==> src/rtl/csa_sub_serial.sv <==
// csa_sub_serial
//   Iterative two's-complement subtractor: diff = op1 - op2 - bin (mod 2^WIDTH),
//   two bits per clock using a 2-bit carry-select slice on op1 + ~op2.
//
// Ports
//   clk    rising-edge clock
//   rst_n  asynchronous active-low reset
//   start  request, sampled only while busy=0 (IDLE or DONE)
//   op1    minuend, captured on accepted start
//   op2    subtrahend, captured on accepted start
//   bin    borrow in, captured on accepted start
//   busy   high while slices are being processed
//   done   one-cycle pulse when diff/bout/ovf have been updated
//   diff   result, held between operations
//   bout   borrow out (1 iff op1 < op2 + bin, unsigned)
//   ovf    signed overflow of the subtraction
module csa_sub_serial #(
  parameter int WIDTH = 16
) (
  input  logic             clk,
  input  logic             rst_n,
  input  logic             start,
  input  logic [WIDTH-1:0] op1,
  input  logic [WIDTH-1:0] op2,
  input  logic             bin,
  output logic             busy,
  output logic             done,
  output logic [WIDTH-1:0] diff,
  output logic             bout,
  output logic             ovf
);

  if ((WIDTH < 2) || ((WIDTH % 2) != 0)) begin : g_bad_width
    $error("csa_sub_serial: WIDTH must be even and >= 2");
  end

  localparam int CW = (WIDTH > 2) ? $clog2(WIDTH / 2) : 1;
  localparam logic [CW-1:0] LAST = CW'(WIDTH / 2 - 1);

  typedef enum logic [1:0] {
    IDLE,
    RUN,
    DONE
  } state_t;

  state_t state, state_nxt;

  // op1_sh doubles as the partial-result register: each RUN cycle it shifts
  // right by two, consuming the low slice and inserting the slice sum at the
  // top, so after WIDTH/2 cycles it holds the full difference. This keeps the
  // slice operand a fixed bit position (no WIDTH-dependent select mux).
  logic [WIDTH-1:0] op1_sh;
  logic [WIDTH-1:0] op2_sh;
  logic [CW-1:0]    cnt;
  logic             carry;
  logic             op1_msb;
  logic             op2_msb;

  logic             accept;
  logic [2:0]       sum0, sum1, sel;
  logic [WIDTH-1:0] sh_nxt;

  // Two-bit carry-select slice: both candidate sums are built in parallel,
  // the stored carry only drives the final mux.
  always_comb begin
    sum0   = {1'b0, op1_sh[1:0]} + {1'b0, ~op2_sh[1:0]};
    sum1   = {1'b0, op1_sh[1:0]} + {1'b0, ~op2_sh[1:0]} + 3'd1;
    sel    = carry ? sum1 : sum0;
    sh_nxt = (op1_sh >> 2) | (WIDTH'(sel[1:0]) << (WIDTH - 2));
  end

  always_ff @(posedge clk or negedge rst_n) begin
    if (!rst_n) state <= IDLE;
    else        state <= state_nxt;
  end

  always_comb begin
    state_nxt = state;
    accept    = 1'b0;
    case (state)
      IDLE: begin
        if (start) begin
          accept    = 1'b1;
          state_nxt = RUN;
        end
      end
      RUN: begin
        if (cnt == LAST) state_nxt = DONE;
      end
      DONE: begin
        if (start) begin
          accept    = 1'b1;
          state_nxt = RUN;
        end else begin
          state_nxt = IDLE;
        end
      end
      default: state_nxt = IDLE;
    endcase
  end

  assign busy = (state == RUN);
  assign done = (state == DONE);

  always_ff @(posedge clk or negedge rst_n) begin
    if (!rst_n) begin
      op1_sh  <= '0;
      op2_sh  <= '0;
      cnt     <= '0;
      carry   <= 1'b0;
      op1_msb <= 1'b0;
      op2_msb <= 1'b0;
      diff    <= '0;
      bout    <= 1'b0;
      ovf     <= 1'b0;
    end else if (accept) begin
      op1_sh  <= op1;
      op2_sh  <= op2;
      cnt     <= '0;
      carry   <= ~bin;
      op1_msb <= op1[WIDTH-1];
      op2_msb <= op2[WIDTH-1];
    end else if (state == RUN) begin
      op1_sh <= sh_nxt;
      op2_sh <= op2_sh >> 2;
      cnt    <= cnt + CW'(1);
      carry  <= sel[2];
      // Results are registered on the last slice edge so they appear
      // together with done in the DONE cycle.
      if (cnt == LAST) begin
        diff <= sh_nxt;
        bout <= ~sel[2];
        ovf  <= (op1_msb ^ op2_msb) & (sel[1] ^ op1_msb);
      end
    end
  end

endmodule
==> config.mk <==
export PLATFORM = sky130hd
export DESIGN_NAME = csa_sub_serial
export DESIGN_NICKNAME = d
export VERILOG_FILES = /design/src/rtl/csa_sub_serial.sv
export SDC_FILE = /design/constraint.sdc
export NUM_CORES = 1
export LEC_CHECK = 0
export BUFFER_PORTS_ARGS = -buffer_cell sky130_fd_sc_hd__buf_2
export CAP_MARGIN = 20
export CORE_MARGIN = 2
export CORE_UTILIZATION = 50
export DETAILED_ROUTE_END_ITERATION = 10
export PLACE_DENSITY = 0.8
export RECOVER_POWER = 25
export SYNTH_ARGS = -nofsm -noshare
export SYNTH_HDL_FRONTEND = slang
export SYNTH_SLANG_ARGS = --single-unit
export TNS_END_PERCENT = 5
==> constraint.sdc <==
create_clock -name clk -period 2.7 [get_ports clk]
set_input_delay 0.81 -clock clk [delete_from_list [all_inputs] [get_ports clk]]
set_output_delay 0.81 -clock clk [all_outputs]
set_load 0.005 [all_outputs]
==> results of run 1 <==
[worst paths after layout]
check                           cells after the start                      to  slack [ns]
worst max-delay path                                3                    busy        0.51
worst min-delay path                                2    diff[14]$_DFFE_PN0P_        0.48
worst max register to register                      6  op1_sh[15]$_DFFE_PN0P_        0.66
worst min register to register                      2    diff[14]$_DFFE_PN0P_        0.48
max in group asynchronous                           2  op2_sh[10]$_DFFE_PN0P_        0.98
min in group asynchronous                           2    diff[10]$_DFFE_PN0P_        0.88
[cells by family after synthesis]
logic type | after synthesis | synth area share, %
xor gates and xnor gates | 1 | 0.345
DFF | 58 | 57.1
buffers and inverters | 21 | 5.22
adders and majority gates | 5 | 2.76
muxes | 16 | 7.14
AOI/OAI and AO/OA | 42 | 12.3
and+or+nand+nor | 84 | 15.1
[worst max-delay path: stages, from the launching register on]
cell and delay (ns):
dfrtp_1 0.40, nand2b_1 0.22, inv_6 0.26, buf_2 0.17
[where the power goes]
group          switching (uW)  internal [uW]  total (uW)
sequential                271           1300        1570
clock                     302            369         670
combinational             796            718        1510
[placed cells by master (no fill, tap or decap), types with 2 or more instances in the layout]
cell | netlist | final
dfrtp_1 | 58 | 58
a22o_1 | 4 | 4
buf_2 | 9 | 55
buf_4 | 2 | 5
nand2_1 | 41 | 41
nor2_1 | 8 | 8
ha_1 | 4 | 4
a31oi_1 | 4 | 4
clkbuf_8 | 0 | 11
mux2_2 | 13 | 13
nor3_1 | 2 | 2
clkbuf_1 | 2 | 2
o21ai_0 | 5 | 5
nor2b_1 | 3 | 2
a22oi_1 | 22 | 22
mux2i_1 | 2 | 2
nand2b_1 | 2 | 2
nand3_1 | 23 | 23
inv_1 | 3 | 3
a221o_1 | 5 | 5
[flip-flops by register name (all words and copies together) (netlist names)]
name and count:
op2_msb 1, ovf 1, bout 1, diff 16
cnt 3, carry 1, op2_sh 16, op1_msb 1
state 2, op1_sh 16
[routing by layer]
layer / part of all wire (%) / vias up / track usage [%] / wire length, um
met3: 5.5 / 5 / 3.75 / 292
met2: 48 / 57 / 30.5 / 2570
met4: 0.79 / 0 / 9.94 / 42
li1: - / 910 / - / -
met5: 0 / - / 0 / 0
met1: 45 / 940 / 32.0 / 2410
[layout make-up]
| class | instances | area share [%] |
|---|---|---|
| clock buffers | 13 | 5.31 |
| inverters | 4 | 0.669 |
| multi-input cells | 148 | 32.1 |
| flip-flops and latches | 58 | 48.5 |
| well taps | 67 | 2.80 |
| repair buffers | 61 | 10.6 |
[cell usage after synthesis]
master	n	share of area [%]
nor2_2	1	0.25
xnor2_1	1	0.34
buf_6	4	1.8
nor2_1	8	1.2
nand2b_1	2	0.49
dfrtp_1	58	57
buf_2	9	1.8
buf_4	2	0.59
mux2i_1	2	0.79
nand4bb_1	1	0.44
o21ai_0	5	0.99
o31ai_1	1	0.30
nand3b_2	1	0.44
and2_1	1	0.25
a22oi_1	22	6.5
inv_1	3	0.44
inv_6	1	0.34
ha_1	4	2.0
fa_1	1	0.79
a31oi_1	4	0.99
o21ai_1	1	0.20
a22o_1	4	1.4
nor3_1	2	0.39
a221o_1	5	2.0
clkbuf_1	2	0.30
and2b_1	1	0.30
nand3_1	23	4.5
mux2_2	13	5.8
mux2_4	1	0.59
nand2_1	41	6.1
nor2b_1	3	0.74
[stage by stage]
stage,setup slack (ns),std cells,area [um2]
6_report,0.512,351,2990
5_1_grt,0.463,351,2990
3_5_place_dp,0.623,338,2850
4_1_cts,0.501,351,3010
2_1_floorplan,0.770,227,2540
3_3_place_gp,0.695,338,2850
==> results.cfg, run 1 <==
[placement]
dp_hpwl_um = 3510
gp_congestion = 0.746
port-buffer-count = 55

[finish]
multiInputGateArea_um2 = 958
drive_above_1_share_pct = 31.7
syn_to_final_growth_pct = 17.7
fillers = 409
num_antenna_cells = 0
final_core_util_pct = 62.1
ff_latch_area_um2 = 1450
nNetsFinal = 323

[grt]
grt_pass1_wl_um = 9040
antenna_found_initial = 0
grt_max_degree = 59
grt-ovfl-total = 0
grt_pass1_vias = 1901
grt_use_total_pct = 21.4

[timing]
setup_viol = 0
setup-tns-final_ns = 0
fmax_mhz = 457
fin_skew_ns = 0.00601
slew_headroom_pct = 7.87
hold-worst-slack_ns = 0.477
worstMarginPinSlew_ns = 1.38
maxSlewViolCount = 0
layout_min_cycle_time_ns = 2.19
finalHoldViolations = 0
finalCritPeriodShare_pct = 81.1
rsz0062_at_grt = no

[pwr]
leakage_uw = 0.00149
total_power_uw = 3760
vdd_drop_max_v = 0.000691
power_density_nw_per_um2 = 1260

[synth]
postSynthNetCount = 268
synth_area_um2 = 2540
ys_seq_elements = 58
syn_inst = 227
yosys_warnings = 0
syn_area_per_cell_um2 = 11.2
ys_seq_area_share_pct = 57.1
synth_cell_type_count = 31

[worst_hold_path]
min_path_type = reg -> reg
hold_start = diff[14]$_DFFE_PN0P_

[detailed_routing]
post_drt_wl_per_cell_um = 15.2
routed_wl_um = 5320
via_count = 1912
ant_nets = 0
drt_iter0_markers = 156
vias_per_cell = 5.45
dr.pass1.iters = 4
drc = 0

[status]
status = completed

[clock_tree]
clk_pin_slew_worst_paths_ns = 0.06
clock-sinks = 58
htree_levels = 3
cts_buffer_depth = 2
cts_resized = 0
cts_tree = done
cts_buffers = 9
insertion_delay_ns = 0.32
cts_root_buffer = clkbuf_8
holdBufCountCts = 0
post_cts_buffers = 0

[floorplan]
die_area_um2 = 5670
ios = 56
dieWidth_um = 75.3
core_area_um2 = 4820
start_util_pct = 52.7
rows = 25
fp.dieH_um = 75.3

[worst_setup_path]
path_max_fanout = 36
critPathArrivalTime_ns = 1.38
required_ns = 1.89
endpoint_kind = output pin
critPathLaunchType = register
critPathKind = reg -> out
crit_start = state[1]$_DFFE_PN0P_
reg2reg_from = op1_sh[0]$_DFFE_PN0P_

[run]
drv_cap = 0
Note: power is estimated with default switching activity, not from simulation.
==> run 2, diff against run 1 <==
- CORE_UTILIZATION: 50 -> 48
- PLACE_DENSITY: 0.8 -> 0.81
- clock period: 2.7 -> 1.8 ns (I/O delays scaled with it)
==> run 2 against run 1 <==
Net effect:
- the flow now finishes with violations (setup timing)
- setup slack lost 0.66 ns
- via count increased by 3.7%
- clock-buffer cell count is 3 lower
- clock skew grew 0.0033 ns
- first-iteration DRC count increased by 33%
- cell area increased by 6.9%
- global-route usage decreased by 1.4 points
- power is 78% higher
- critical path type is now reg -> reg
- critical endpoint is now op1_sh[15]$_DFFE_PN0P_
- largest cell class unchanged
==> results.cfg, run 2 (same netlist as run 1, synthesis figures left out) <==
[worst_setup_path]
critPathKind = reg -> reg
reg2reg_from = op1_sh[0]$_DFFE_PN0P_
r2r_end = op1_sh[15]$_DFFE_PN0P_
required_ns = 2.03
r2r_cells = 6
path_max_fanout = 3
endpoint_kind = register
critPathArrivalTime_ns = 2.17
critPathLaunchType = register
rrSetupSlack_ns = -0.15

[timing]
worstMarginPinSlew_ns = 1.38
layout_min_cycle_time_ns = 1.95
finalCritPeriodShare_pct = 108
layout_setup_ws_ns = -0.150
maxSlewViolCount = 0
rsz0062_at_grt = yes
setup_viol = 6
fmax_mhz = 513
finalHoldViolations = 0
fin_skew_ns = 0.00929
slew_headroom_pct = 8.03

[grt]
grt_pass1_wl_um = 9290
grt_pass1_vias = 1973
grt-ovfl-total = 0
antenna_found_initial = 0
grt_max_degree = 59
grt_use_total_pct = 20.0

[pwr]
p_int_uw = 4350
leakage_uw = 0.00157
p_clk_share_pct = 22.5
vdd_drop_max_v = 0.00103
swShare_pct = 34.9
pwr-share-comb_pct = 41.9
p_seq_share_pct = 35.7
power_density_nw_per_um2 = 2090
switching_power_uw = 2330

[clock_tree]
holdBufCountCts = 0
clock-sinks = 58
cts_root_buffer = clkbuf_8
insertion_delay_ns = 0.34
cts_buffers = 9
htree_levels = 3
cts_buffer_depth = 2
cts_tree = done
clk_pin_slew_worst_paths_ns = 0.07

[worst_hold_path]
min_path_type = in -> reg
holdPathEnd = op1_sh[13]$_DFFE_PN0P_
min_path_cells = 3
hold_start = op1[13]

[placement]
dp_hpwl_um = 3630
gp_congestion = 0.727
pre_cts_ws_ns = -0.287
port-buffer-count = 55

[status]
status = finished with violations
violations = setup timing

[finish]
reg.largest.list = diff: 16 flops, op1_sh: 16 flops, op2_sh: 16 flops
final_common_cell = dfrtp_1
num_antenna_cells = 0
final_core_util_pct = 62.6
layout_common_cells = dfrtp_1, buf_2, nand2_1, nand3_1, a22oi_1
nNetsFinal = 329
syn_to_final_growth_pct = 25.8
drive_above_1_share_pct = 37.2

[detailed_routing]
ant_nets = 0
via_count = 1982
drt_iter0_markers = 207
drc = 0
vias_per_cell = 5.46
routed_wl_um = 5640
wl_met1_um = 2540
met3WireLength_um = 243
dr.pass1.iters = 4
wl_met2_um = 2800
post_drt_wl_per_cell_um = 15.5
top_layer_used = met4

[run]
drv_cap = 0

[floorplan]
rows = 26
start_util_pct = 49.7
fp.dieH_um = 76.7
dieWidth_um = 76.7
ios = 56
die_area_um2 = 5890
core_area_um2 = 5110
-- run 2: cell count changes in the layout (fill, tap and decap cells not counted), moves of 2 or more --
cell	change
bufinv_16	+3
clkinvlp_4	+2
ha_1	-2
buf_4	+4
clkbuf_1	-2
buf_12	+2
-- run 2: metal layers --
metal | up-vias | GRT usage (%)
met3 | 6 | 4.94
li1 | 920 | -
met5 | - | 0
met1 | 1005 | 26.6
met4 | 0 | 8.00
met2 | 51 | 31.4
-- run 2: critical path: stages, from the launching register on --
cell and delay (ns):
dfrtp_1 0.39, ha_2 0.18, fa_2 0.57, ha_4 0.21, mux2i_4 0.17, nor2_1 0.07, a221o_1 0.26
-- run 2: how the worst max path moves through the flow --
stage | end | startpoint | slack [ns] | cells past startpoint
final | op1_sh[15]$_DFFE_PN0P_ | op1_sh[0]$_DFFE_PN0P_ | -0.15 | 6
after global routing | op1_sh[15]$_DFFE_PN0P_ | op1_sh[0]$_DFFE_PN0P_ | -0.20 | 6
after CTS | op1_sh[15]$_DFFE_PN0P_ | op1_sh[0]$_DFFE_PN0P_ | -0.24 | 6
after detailed placement | op1_sh[15]$_DFFE_PN0P_ | op1_sh[0]$_DFFE_PN0P_ | -0.29 | 6
after global placement | op1_sh[15]$_DFFE_PN0P_ | op1_sh[0]$_DFFE_PN0P_ | -0.21 | 6
after floorplan | op1_sh[15]$_DFFE_PN0P_ | op1_sh[0]$_DFFE_PN0P_ | -0.13 | 6
-- run 2: what timing repair did --
| action | in CTS | in global routing |
|---|---|---|
| gates resized for setup | 5 | 5 |
| setup buffers | 0 | 2 |
| pin swaps | 0 | 6 |
| setup endpoints to repair | 6 | 6 |
-- run 2: cell type report --
class                      instances  area (um2)
multi-input combinational        148         996
fill                             419        1910
timing repair buffer              67         388
sequential                        58        1450
tap                               70        87.6
clock buffer                      10         138
inverter                           4        20.0
clock inverter                     6         114
-- run 2: through the flow --
| step | instance area [um2] | power [uW] | hold WS (ns) | setup TNS (ns) | cells |
|---|---|---|---|---|---|
| 2_1_floorplan | 2540 | 4030 | 0.244 | -0.297 | 227 |
| 3_3_place_gp | 2910 | 4690 | 0.457 | -0.559 | 345 |
| 3_5_place_dp | 2910 | 4840 | 0.484 | -0.911 | 345 |
| 5_1_grt | 3200 | 7140 | 0.420 | -0.893 | 363 |
| 4_1_cts | 3160 | 6420 | 0.195 | -0.750 | 361 |
| 6_report | 3200 | 6670 | 0.416 | -0.420 | 363 |
-- run 2: power groups by stage --
stage | clock, uW | combinational, uW | sequential [uW]
6_report | 1500 | 2790 | 2380
4_1_cts | 1520 | 2530 | 2370
3_3_place_gp | 0 | 2350 | 2340
2_1_floorplan | 0 | 1740 | 2290
3_5_place_dp | 0 | 2460 | 2380
5_1_grt | 1580 | 3100 | 2450
